==> config.mk <==
export PLATFORM = sky130hd
export DESIGN_NAME = ifu_fetch
export DESIGN_NICKNAME = d
export VERILOG_FILES = /design/src/rtl/ifu_fetch.sv
export SDC_FILE = /design/constraint.sdc
export NUM_CORES = 1
export LEC_CHECK = 0
export ABC_AREA = 1
export BUFFER_PORTS_ARGS = -buffer_cell sky130_fd_sc_hd__buf_2
export CAP_MARGIN = 10
export CORE_MARGIN = 10
export CORE_UTILIZATION = 49
export DETAILED_ROUTE_END_ITERATION = 10
export GPL_TIMING_DRIVEN = 0
export PLACE_DENSITY = 0.84
export SYNTH_ARGS = -nofsm -noshare
export SYNTH_HDL_FRONTEND = slang
export SYNTH_SLANG_ARGS = --single-unit
export TNS_END_PERCENT = 20
==> constraint.sdc <==
create_clock -name clk -period 2.8 [get_ports clk]
set_clock_uncertainty 0.2 [all_clocks]
set_input_delay 0.28 -clock clk [delete_from_list [all_inputs] [get_ports clk]]
set_output_delay 0.28 -clock clk [all_outputs]
set_load 0.01 [all_outputs]
==> src/rtl/ifu_fetch.sv <==
// ifu_fetch: instruction-fetch sequencer, consumer end of the PC-register interface.
// Samples dnpc, issues one valid/ready memory read, holds the returned word for
// decode, and strobes pc_wen back to the PC register when decode accepts it.
// Exactly one instruction is in flight at any time.
// Optional feature: define IFU_MISALIGN_EN to turn a misaligned pc into a
// faulting NOP instead of a memory fetch.
module ifu_fetch #(
   parameter int ADDR_W = 32,
   parameter int DATA_W = 32
) (
   input  logic              clk,
   input  logic              rst,
   input  logic              fetch_en,
   input  logic              flush,
   input  logic [ADDR_W-1:0] pc,
   output logic              pc_wen,
   output logic              mem_req_valid,
   input  logic              mem_req_ready,
   output logic [ADDR_W-1:0] mem_req_addr,
   input  logic              mem_resp_valid,
   output logic              mem_resp_ready,
   input  logic [DATA_W-1:0] mem_resp_data,
   output logic              inst_valid,
   input  logic              inst_ready,
   output logic [DATA_W-1:0] inst,
   output logic [ADDR_W-1:0] inst_pc,
   output logic              inst_fault
);

   typedef enum logic [2:0] {
      S_IDLE,
      S_REQ,
      S_WAIT,
      S_DRAIN,
      S_HOLD
   } state_t;

   state_t            r_state;
   state_t            w_next;
   logic [ADDR_W-1:0] r_fetch_pc;
   logic [DATA_W-1:0] r_inst;
   logic [ADDR_W-1:0] r_inst_pc;
   logic              w_start;      // IDLE accepts a new fetch this cycle
   logic              w_issue;      // IDLE goes to REQ (normal memory fetch)
   logic              w_cap_mem;    // WAIT captures the memory response
`ifdef IFU_MISALIGN_EN
   logic              r_fault;
   logic              w_misalign;
   logic              w_cap_fault;  // IDLE synthesises a faulting NOP
`endif

   // Next-state and handshake outputs; all defaults assigned first.
   always_comb begin
      w_next         = r_state;
      w_start        = 1'b0;
      w_issue        = 1'b0;
      w_cap_mem      = 1'b0;
      mem_req_valid  = 1'b0;
      mem_resp_ready = 1'b0;
      inst_valid     = 1'b0;
      pc_wen         = 1'b0;
`ifdef IFU_MISALIGN_EN
      w_misalign     = (pc[1:0] != 2'b00);
      w_cap_fault    = 1'b0;
`endif
      unique case (r_state)
         S_IDLE: begin
            w_start = fetch_en & ~flush;
`ifdef IFU_MISALIGN_EN
            w_cap_fault = w_start & w_misalign;
            w_issue     = w_start & ~w_misalign;
            if (w_cap_fault) w_next = S_HOLD;
`else
            w_issue = w_start;
`endif
            if (w_issue) w_next = S_REQ;
         end
         S_REQ: begin
            mem_req_valid = 1'b1;
            // A flush before acceptance withdraws the request; once accepted,
            // the response must still be collected, which WAIT/DRAIN handle.
            if (mem_req_ready)  w_next = S_WAIT;
            else if (flush)     w_next = S_IDLE;
         end
         S_WAIT: begin
            mem_resp_ready = 1'b1;
            // A response arriving together with a flush has already been
            // consumed, so discard it and go straight to IDLE rather than DRAIN.
            if (mem_resp_valid) begin
               w_cap_mem = ~flush;
               w_next    = flush ? S_IDLE : S_HOLD;
            end else if (flush) begin
               w_next = S_DRAIN;
            end
         end
         S_DRAIN: begin
            mem_resp_ready = 1'b1;
            if (mem_resp_valid) w_next = S_IDLE;
         end
         S_HOLD: begin
            inst_valid = 1'b1;
            pc_wen     = inst_ready & ~flush;
            if (flush | inst_ready) w_next = S_IDLE;
         end
         default: w_next = S_IDLE;
      endcase
   end

   // State register plus fetch address and instruction holding registers.
   always_ff @(posedge clk) begin
      if (rst) begin
         r_state    <= S_IDLE;
         r_fetch_pc <= '0;
         r_inst     <= '0;
         r_inst_pc  <= '0;
`ifdef IFU_MISALIGN_EN
         r_fault    <= 1'b0;
`endif
      end else begin
         r_state <= w_next;
         if (w_issue) r_fetch_pc <= pc;
         if (w_cap_mem) begin
            r_inst    <= mem_resp_data;
            r_inst_pc <= r_fetch_pc;
`ifdef IFU_MISALIGN_EN
            r_fault   <= 1'b0;
`endif
         end
`ifdef IFU_MISALIGN_EN
         if (w_cap_fault) begin
            r_inst    <= DATA_W'(32'h0000_0013);
            r_inst_pc <= pc;
            r_fault   <= 1'b1;
         end
`endif
      end
   end

   assign mem_req_addr = r_fetch_pc;
   assign inst         = r_inst;
   assign inst_pc      = r_inst_pc;
`ifdef IFU_MISALIGN_EN
   assign inst_fault   = r_fault;
`else
   assign inst_fault   = 1'b0;
`endif

endmodule
# Word-level counts from Yosys, hierarchy flattened
# Index checks and enable logic that the tools add are counted.
# totals
regBits	99
word_cells	36
# op_classes
n_eq_ne	9
mux	16
n_bitwise	4
n_reduce_logical	3
# ops
op	count
$mux 3	8
$pmux 3 s5	1
$mux 1	7
$eq 3x2->1 const B	2
$ne 2x2->1 const B	3
$ne 3x3->1 const B	2
$reduce_and 5->1	1
$eq 3x1->1 const B	1
$eq 3x3->1 const B	1
$logic_not 3->1	1
$and 1x1->1	2
$reduce_or 2->1	1
$not 1->1	1
$or 1x1->1	1

# Logic depth before layout (Yosys ltp)
# Gate-level depths: netlist of the first run.
# logic_depth
word_depth	4
depth_mapped	8
ltp_nobuf	8

# Worst setup path after synthesis of the first run
# OpenSTA, ideal clock, no wires.
# synth_path
kind	reg-to-reg
from	register r_state[2]
to	register r_inst_pc[10], in the netlist inst_pc[10]
setup_ps	113
arrival_time_ps	1157
required_time_ps	2487
setup_slack_ps	1329
path_stages_with_launch	7
path_buffers	2
period_less_slack_ps	1471
cell_sequence	dfxtp_1 -> nor3_2 -> nand3_2 -> buf_6 -> buf_8 -> o21ai_1 -> nor2_1
# synth_via
elab_chain_len	2
# synth_rtl
element	line_no	rtl
start, declared	38	state_t r_state;
start signal, assigned	120	r_state <= w_next;
$eq 3x2->1	66	unique case (r_state)
$mux 1	66	
end signal, assigned	124	r_inst_pc <= r_fetch_pc;
end, declared	42	logic [ADDR_W-1:0] r_inst_pc;
# No other way between the ends.
# A chain may end at the register's enable or synchronous reset.

==> impl_metrics.env, run 1 <==
export IMPL_reg2regPathDepth=7
export IMPL_maxSlewViolCount=0
export IMPL_path_clk_slew_ns=0.09
export IMPL_reg2reg_from="r_state[0]"
export IMPL_status="finished clean"
export IMPL_p_per_area_nw_per_um2=543
export IMPL_cts_root_buf="clkbuf_8"
export IMPL_ys_ff_latch=99
export IMPL_clk_latency_ns=0.35
export IMPL_regToRegEndpoint="mem_req_addr[30]"
export IMPL_cts_setup_buffers=0
export IMPL_cts_hold_buf=61
export IMPL_place_area_um2=4600
export IMPL_grt_pass1_vias=4024
export IMPL_drc=0
export IMPL_cpPeakStageDelay_ns=0.53
export IMPL_antenna_found_initial=0
export IMPL_critPathMaxFanout=10
export IMPL_overflow=0
export IMPL_fmaxAchievable_ghz=0.509
export IMPL_fill_cells=513
export IMPL_hold_slack_ns=0.0237
export IMPL_final_cell_mix="nor2_1, buf_2, dfxtp_1"
export IMPL_yosys_area_top_type_share_pct=54.6
export IMPL_cts_inserted_buffers=9
export IMPL_clkSinkCount=99
export IMPL_final_common_cell="nor2_1"
export IMPL_holdPathEnd="inst[30]"
export IMPL_syn_inst=460
export IMPL_yosys_area_top_type="dfxtp_1"
export IMPL_synth_distinct_cells=24
export IMPL_arrival_ns=2.05
export IMPL_min_path_type="in2reg"
export IMPL_rsz0062_at_grt="false"
export IMPL_io_pins=172
export IMPL_dr_first_iter_drc_count=155
export IMPL_fp_dieArea_um2=11200
export IMPL_period_share_pct=70.2
export IMPL_wirelength_um=12500
export IMPL_ant_nets=0
export IMPL_finalCriticalPeriod_ns=1.97
export IMPL_hold_depth=3
export IMPL_cp_required_ns=2.89
export IMPL_hold_viol=0
export IMPL_leakage_uw=0.00266
export IMPL_worstSetupEndpointType="flip-flop"
export IMPL_synth_area_leaders="dfxtp_1, nor2_1, o21ai_1"
export IMPL_critPathBufInv=5
export IMPL_antenna_cells=0
export IMPL_critPathLaunchType="input port"
export IMPL_routed_via_count=3956
export IMPL_tns_ns=0
export IMPL_dr_pass1_iters=5
export IMPL_ys_seq_area_share_pct=54.6
export IMPL_die_x_um=106
export IMPL_initial_core_util_pct=50.3
export IMPL_drive_above_1_share_pct=30.1
export IMPL_yosys_warnings=0
export IMPL_postCtsResizedCells=0
export IMPL_nets=774
export IMPL_ir_worst_vdd_v=0.000287
export IMPL_cpLargestDelayFamily="buffers and inverters"
export IMPL_avgSynthCellArea_um2=7.89
export IMPL_cp_cell_sequence="dlygate4sd3_1 > buf_2 > inv_1 > clkbuf_2 > clkbuf_1 > o21ai_1 > nor2_1"
export IMPL_setup_viol=0
export IMPL_hpwl_um=8350
export IMPL_die_y_um=106
export IMPL_r2r_slack_ns=1.06
export IMPL_grt_max_degree=16
export IMPL_syn_num_nets=531
export IMPL_dpl_cell_count=729
export IMPL_place_gp_congestion=0.851
export IMPL_cts_tree="built"
export IMPL_crit_type="in2reg"
export IMPL_rows=31
export IMPL_cts_buffer_depth=2
export IMPL_area_delta_synth_final_pct=49.9
export IMPL_core_region_area_um2=7210
export IMPL_port_buffers=170
export IMPL_grt_pass1_wl_um=19900
export IMPL_vias_per_cell=4.91
export IMPL_cts_max_level=3
export IMPL_grt_usage_pct=21.4
export IMPL_max_cap_viol_count=0
export IMPL_slowest_stage="dlygate4sd3_1"
export IMPL_syn_area_um2=3630
export IMPL_stdcell_count=806
export IMPL_final_area_um2=5440
export IMPL_wl_per_cell_um=15.6
export IMPL_hp_start="mem_resp_data[30]"
-- worst max-delay path by stage --
stage               depth (start not counted)  slack [ns]                to  startpoint
floorplan                                   6        1.33       inst_pc[10]  r_state[2]
global placement                            8        1.04  mem_req_addr[30]       flush
detailed placement                          8        0.99  mem_req_addr[24]       flush
CTS                                         7        0.85          inst[29]         rst
global route                                7        0.61          inst[29]         rst
finish                                      7        0.83           inst[9]         rst
-- sequential cells by signal (all words and copies together) (netlist names) --
signal,cells
inst,32
inst_pc,32
mem_req_addr,32
r_state,3
-- final cells by class --
class / instances / area [um^2] / share of cell area, %
Inverter: 10 / 40.0 / 0.736
Sequential cell: 99 / 1980 / 36.4
Tap cell: 99 / 124 / 2.28
Buffer: 30 / 234 / 4.30
Clock buffer: 10 / 138 / 2.53
Timing Repair Buffer: 232 / 1470 / 27.1
Multi-Input combinational cell: 321 / 1370 / 25.2
Clock inverter: 5 / 77.6 / 1.43
-- worst register-to-register path, delay by kind of cell (launching register included) --
family	cells	cell delay, ns
simple gates	4	0.60
buf+inv	3	0.47
flops	1	0.38
-- Yosys cell counts (all sizes together) --
library cell	count
nor2	202
conb	1
dfxtp	99
a21oi	2
nor3	2
o21ai	96
nand2	12
o211ai	1
clkbuf	10
inv	10
buf	20
nand3	5
-- metrics by stage --
stage / power (uW) / setup slack [ns] / utilization [%]
after floorplan: 1740 / 1.33 / -
after global placement: 1900 / 1.04 / 63.8
after detailed placement: 1910 / 0.986 / 63.8
after CTS: 2950 / 0.847 / 75.2
after global routing: 3070 / 0.610 / 75.4
final: 2950 / 0.834 / 75.4
-- kinds of logic after synthesis --
family                 after synthesis  share of synthesized area [%]
and+or+nand+nor                    221                           23.8
buffers and inverters               40                           7.55
AOI/OAI and AO/OA                   99                           13.9
other                                1                          0.103
DFF                                 99                           54.6
-- power by group --
part | total [uW] | internal (uW) | switching, uW | leakage [uW]
sequential | 1520 | 1470 | 47.5 | 0.000803
combinational | 439 | 205 | 234 | 0.00174
clock | 994 | 520 | 474 | 0.000108
-- layer usage --
metal / vias to the layer above / track usage (%) / share of wire [%]
li1: 1961 / - / -
met1: 1795 / 23.9 / 40
met2: 186 / 38.0 / 49
met3: 14 / 7.13 / 9.2
met4: 0 / 5.80 / 1.1
met5: - / 0 / 0
(Power assumes the default switching activity.)
==> run 2: changes to the inputs <==
Settings changed: CORE_UTILIZATION 49 to 41, PLACE_DENSITY 0.84 to 0.75.
Clock period 2.8 ns to 1.6 ns, I/O delays scaled along.
==> run 2 against run 1 <==
The run now ends with negative setup slack left. Global-route usage is 2.9 points lower. Sequential share of layout area shrank 1.8 points. Core utilization shrank 9.2 points. Critical path depth stayed put. Largest power group unchanged. Power grew 71%. Critical path type is now reg2reg.
==> impl_metrics.env, run 2 (same netlist as run 1, synthesis figures left out) <==
export IMPL_r2r_slack_ns=-0.07
export IMPL_clk_latency_ns=0.35
export IMPL_final_common_cell="nor2_1"
export IMPL_fmaxAchievable_ghz=0.597
export IMPL_cp_depth=7
export IMPL_final_cell_mix="nor2_1, buf_2, dfxtp_1"
export IMPL_final_area_um2=5750
export IMPL_stdcell_count=833
export IMPL_fin_util_pct=66.2
export IMPL_dr_first_iter_drc_count=268
export IMPL_hold_viol=0
export IMPL_initial_core_util_pct=41.8
export IMPL_arrival_ns=1.71
export IMPL_max_slew_margin_pct=66.6
export IMPL_p_total_uw=5060
export IMPL_dr_pass1_iters=5
export IMPL_port_buffers=170
export IMPL_violations="negative setup slack"
export IMPL_maxSlewViolCount=0
export IMPL_worstSetupEndpointType="flip-flop"
export IMPL_cts_tree="built"
export IMPL_cp_required_ns=1.64
export IMPL_drc=0
export IMPL_core_region_area_um2=8680
export IMPL_p_per_area_nw_per_um2=880
export IMPL_hpwl_um=8480
export IMPL_grt_pass1_vias=3971
export IMPL_setup_viol=41
export IMPL_critPathMaxFanout=10
export IMPL_cts_root_buf="clkbuf_8"
export IMPL_antenna_found_initial=1
export IMPL_path_clk_slew_ns=0.09
export IMPL_grt_pass1_wl_um=19800
export IMPL_crit_type="reg2reg"
export IMPL_cp_cell_sequence="inv_2 > nor3_4 > nand3_4 > buf_12 > buf_8 > o21ai_1 > nor2_1"
export IMPL_rows=34
export IMPL_die_x_um=114
export IMPL_setup_slack_ns=-0.0745
export IMPL_leakage_uw=0.00276
export IMPL_ir_worst_vdd_v=0.000611
export IMPL_finalCriticalPeriod_ns=1.67
export IMPL_fp_dieArea_um2=13000
export IMPL_wl_per_cell_um=15.4
export IMPL_place_gp_congestion=0.867
export IMPL_critPathLaunchType="flip-flop"
export IMPL_worst_pin_slew_ns=0.501
export IMPL_grt_usage_pct=18.5
export IMPL_io_pins=172
export IMPL_routed_via_count=3949
export IMPL_slowest_stage="dfxtp_2"
export IMPL_nets=792
export IMPL_cts_max_level=3
export IMPL_cts_inserted_buffers=9
export IMPL_cpLargestDelayFamily="simple AND/OR/NAND/NOR gates"
export IMPL_ant_nets=0
export IMPL_cpPeakStageDelay_ns=0.38
export IMPL_vias_per_cell=4.74
export IMPL_wirelength_um=12800
export IMPL_max_cap_viol_count=0
export IMPL_dpl_cell_count=738
export IMPL_status="finished, violations left"
export IMPL_fill_cells=705
export IMPL_period_share_pct=105
export IMPL_overflow=0
export IMPL_critPathBufInv=3
export IMPL_place_area_um2=4610
export IMPL_die_y_um=114
export IMPL_drive_above_1_share_pct=33.1
export IMPL_clkSinkCount=99
export IMPL_hold_depth=7
export IMPL_place_ws_ns=-0.0889
export IMPL_min_path_type="in2reg"
export IMPL_grt_max_degree=16
export IMPL_reg2regPathDepth=7
export IMPL_cts_buffer_depth=2
export IMPL_rsz0062_at_grt="true"
export IMPL_area_delta_synth_final_pct=58.4
-- run 2: routing by layer --
metal / up-vias / part of all wire (%) / global-route usage (%)
li1: 1985 / - / -
met5: - / 0 / 0
met3: 8 / 9.3 / 7.34
met1: 1806 / 40 / 20.6
met2: 150 / 49 / 31.8
met4: 0 / 0.96 / 5.01
-- run 2: repair_timing --
action / CTS / global route
cloned: 0 / 2
endpoints found under the hold margin: 66 / 0
gates resized for setup: 7 / 47
setup endpoints to repair: 81 / 97
pin swaps: 1 / 7
buffers inserted: 4 / 5
hold buffers: 69 / 0
-- run 2: tightest hold or removal path, stage by stage --
cell	delay [ns]
buf_2	0.13
nor2_1	0.10
nand3_1	0.08
nand2_1	0.06
nor2_1	0.05
nand2_1	0.05
a21oi_1	0.05
-- run 2: where the power goes --
| group | switching (uW) | internal, uW | leakage, uW | total [uW] |
|---|---|---|---|---|
| sequential | 84.2 | 2580 | 0.000805 | 2660 |
| clock | 823 | 710 | 0.0000844 | 1530 |
| combinational | 434 | 433 | 0.00187 | 867 |
| total | 1340 | 3720 | 0.00276 | 5060 |
-- run 2: through the flow --
step                hold slack (ns)  setup TNS [ns]
finish                        0.168          -0.809
detailed placement            0.169           -2.82
floorplan                    0.0291               0
global placement              0.165           -1.21
global route                  0.196           -5.58
CTS                           0.142          -0.133
-- run 2: worst paths after layout --
kind | startpoint | end
worst max-delay path | r_state[1] | inst[17]
worst min-delay path | flush | r_state[1]
worst min register to register | inst[26] | inst[26]
worst max register to register | r_state[1] | inst[17]
-- run 2: final cells by class --
type / count / area [um^2] / area share [%]
flip-flops and latches: 99 / 1990 / 34.6
clock inverters: 4 / 53.8 / 0.936
repair inverters: 1 / 11.3 / 0.196
diodes: 1 / 2.50 / 0.0435
well taps: 108 / 135 / 2.35
repair buffers: 249 / 1650 / 28.7
inverters: 10 / 63.8 / 1.11
multi-input cells: 321 / 1430 / 24.8
clock buffers: 10 / 128 / 2.22
plain buffers: 30 / 284 / 4.94
==> run 3: changes to the inputs <==
Settings changed: CORE_ASPECT_RATIO from default to 0.6, PLACE_DENSITY 0.75 to 0.76.
==> run 3 against run 2 <==
The flow still finishes with violations (negative setup slack). Sequential share of layout area shrank 1.4 points. Count of clock-buffer cells in the layout grew 1. Clock power grew 48%. Fmax grew 3.7%. Register-to-register slack gained 0.06 ns. Critical path depth shrank 1.
==> impl_metrics.env, run 3 (same netlist as run 1, synthesis figures left out) <==
export IMPL_wirelength_met1_um=5560
export IMPL_wl_per_cell_um=16.6
export IMPL_die_x_um=141
export IMPL_grt_max_degree=16
export IMPL_final_common_cell="nor2_1"
export IMPL_port_buffers=170
export IMPL_slowest_stage="dfxtp_4"
export IMPL_grt_pass1_wl_um=20400
export IMPL_dr_first_iter_drc_count=229
export IMPL_clk_latency_ns=0.33
export IMPL_crit_path_frequent_cell="buf_12"
export IMPL_overflow=0
export IMPL_setup_viol=19
export IMPL_max_slew_margin_pct=50.9
export IMPL_place_gp_congestion=0.823
export IMPL_clkSinkCount=99
export IMPL_nets=787
export IMPL_cp_required_ns=1.62
export IMPL_max_cap_viol_count=0
export IMPL_final_cell_mix="nor2_1, buf_2, dfxtp_1"
export IMPL_fmaxAchievable_ghz=0.619
export IMPL_io_pins=172
export IMPL_dr_pass1_iters=4
export IMPL_initial_core_util_pct=42.4
export IMPL_cts_max_level=3
export IMPL_arrival_ns=1.64
export IMPL_drive_above_1_share_pct=39.3
export IMPL_status="finished, violations left"
export IMPL_area_delta_synth_final_pct=65.2
export IMPL_worst_pin_slew_ns=0.736
export IMPL_core_region_area_um2=8560
export IMPL_min_path_type="in2reg"
export IMPL_die_y_um=92.9
export IMPL_setup_slack_ns=-0.0147
export IMPL_final_area_um2=5990
export IMPL_cts_inserted_buffers=9
export IMPL_worstSetupEndpointType="flip-flop"
export IMPL_drc=0
export IMPL_wl_met3_um=1410
export IMPL_hold_slack_ns=0.0340
export IMPL_wirelength_um=13800
export IMPL_critPathLaunchType="flip-flop"
export IMPL_ir_worst_vdd_v=0.000675
export IMPL_place_ws_ns=-0.155
export IMPL_place_area_um2=4620
export IMPL_antenna_cells=0
export IMPL_p_per_area_nw_per_um2=978
export IMPL_top_layer="met4"
export IMPL_cts_buffer_depth=2
export IMPL_finalCriticalPeriod_ns=1.61
export IMPL_crit_type="reg2reg"
export IMPL_vias_per_cell=4.89
export IMPL_rsz0062_at_grt="true"
export IMPL_leakage_uw=0.00284
export IMPL_cpPeakStageDelay_ns=0.38
export IMPL_path_clk_slew_ns=0.06
export IMPL_maxSlewViolCount=0
export IMPL_critPathMaxFanout=10
export IMPL_cts_tree="built"
export IMPL_rows=26
export IMPL_hold_viol=0
export IMPL_violations="negative setup slack"
export IMPL_antenna_found_initial=0
export IMPL_period_share_pct=101
export IMPL_cp_cell_sequence="nor3_4 > nand3_4 > buf_12 > buf_12 > o21ai_2 > nor2_1"
export IMPL_routed_via_count=4072
export IMPL_ant_nets=0
export IMPL_cts_root_buf="clkbuf_16"
export IMPL_grt_usage_pct=19.1
export IMPL_wl_met2_um=6690
export IMPL_grt_pass1_vias=3941
export IMPL_fp_dieArea_um2=13100
export IMPL_hpwl_um=9140
==> run 3: cell count changes in the layout (fill, tap and decap cells not counted), sizes merged <==
cell         change
diode            -1
buf              -1
clkinv           -2
dlygate4sd3      -2
bufinv           +1
==> run 3: per-stage QoR <==
stage	util (%)	std cells	setup TNS [ns]	power, uW
CTS	66.8	828	-0.0149	5800
detailed placement	54.0	742	-4.94	3350
global route	70.0	832	-2.55	6100
global placement	54.0	742	-2.27	3330
floorplan	-	460	0	3050
finish	70.0	832	-0.116	5860
==> run 3: repair_timing <==
action | CTS | global route
buffers inserted | 5 | 2
hold endpoints to repair | 66 | 0
endpoints found under the setup margin | 85 | 95
gates cloned | 1 | 2
hold buffers | 67 | 0
pin swaps | 4 | 4
resized for setup | 17 | 86
==> run 3: layer usage <==
layer | vias to the layer above | global-route usage, %
met3 | 11 | 8.62
met4 | 0 | 4.49
met2 | 184 | 32.7
li1 | 1977 | -
met1 | 1900 | 21.4
met5 | - | 0
==> run 3: layout make-up <==
| type | count | area [um^2] |
|---|---|---|
| Fill cell | 696 | 2560 |
| Sequential cell | 99 | 1990 |
| Timing Repair Buffer | 247 | 1620 |
| Multi-Input combinational cell | 321 | 1600 |
| Buffer | 28 | 279 |
| Clock buffer | 11 | 243 |
| Tap cell | 112 | 140 |
| Clock inverter | 4 | 75.1 |
| Inverter | 10 | 45.0 |
==> run 3: where the power goes <==
part / switching [uW] / internal (uW) / total (uW) / leakage, uW
combinational: 474 / 434 / 908 / 0.00188
clock: 869 / 1400 / 2270 / 0.000148
sequential: 100 / 2580 / 2680 / 0.000805
==> run 3: worst paths after layout <==
check,startpoint,to,slack [ns],depth (start not counted)
min,flush,r_state[2],0.03,4
max reg2reg,r_state[2],inst_pc[28],-0.01,6
max,r_state[2],inst_pc[28],-0.01,6
min reg2reg,inst_pc[30],inst_pc[30],0.28,2
==> run 3: worst max-delay path: cells and delay by family, from the launching register on <==
kind	cells	cell delay [ns]
flops	1	0.38
compound gates	1	0.11
buf+inv	2	0.33
simple gates	3	0.49
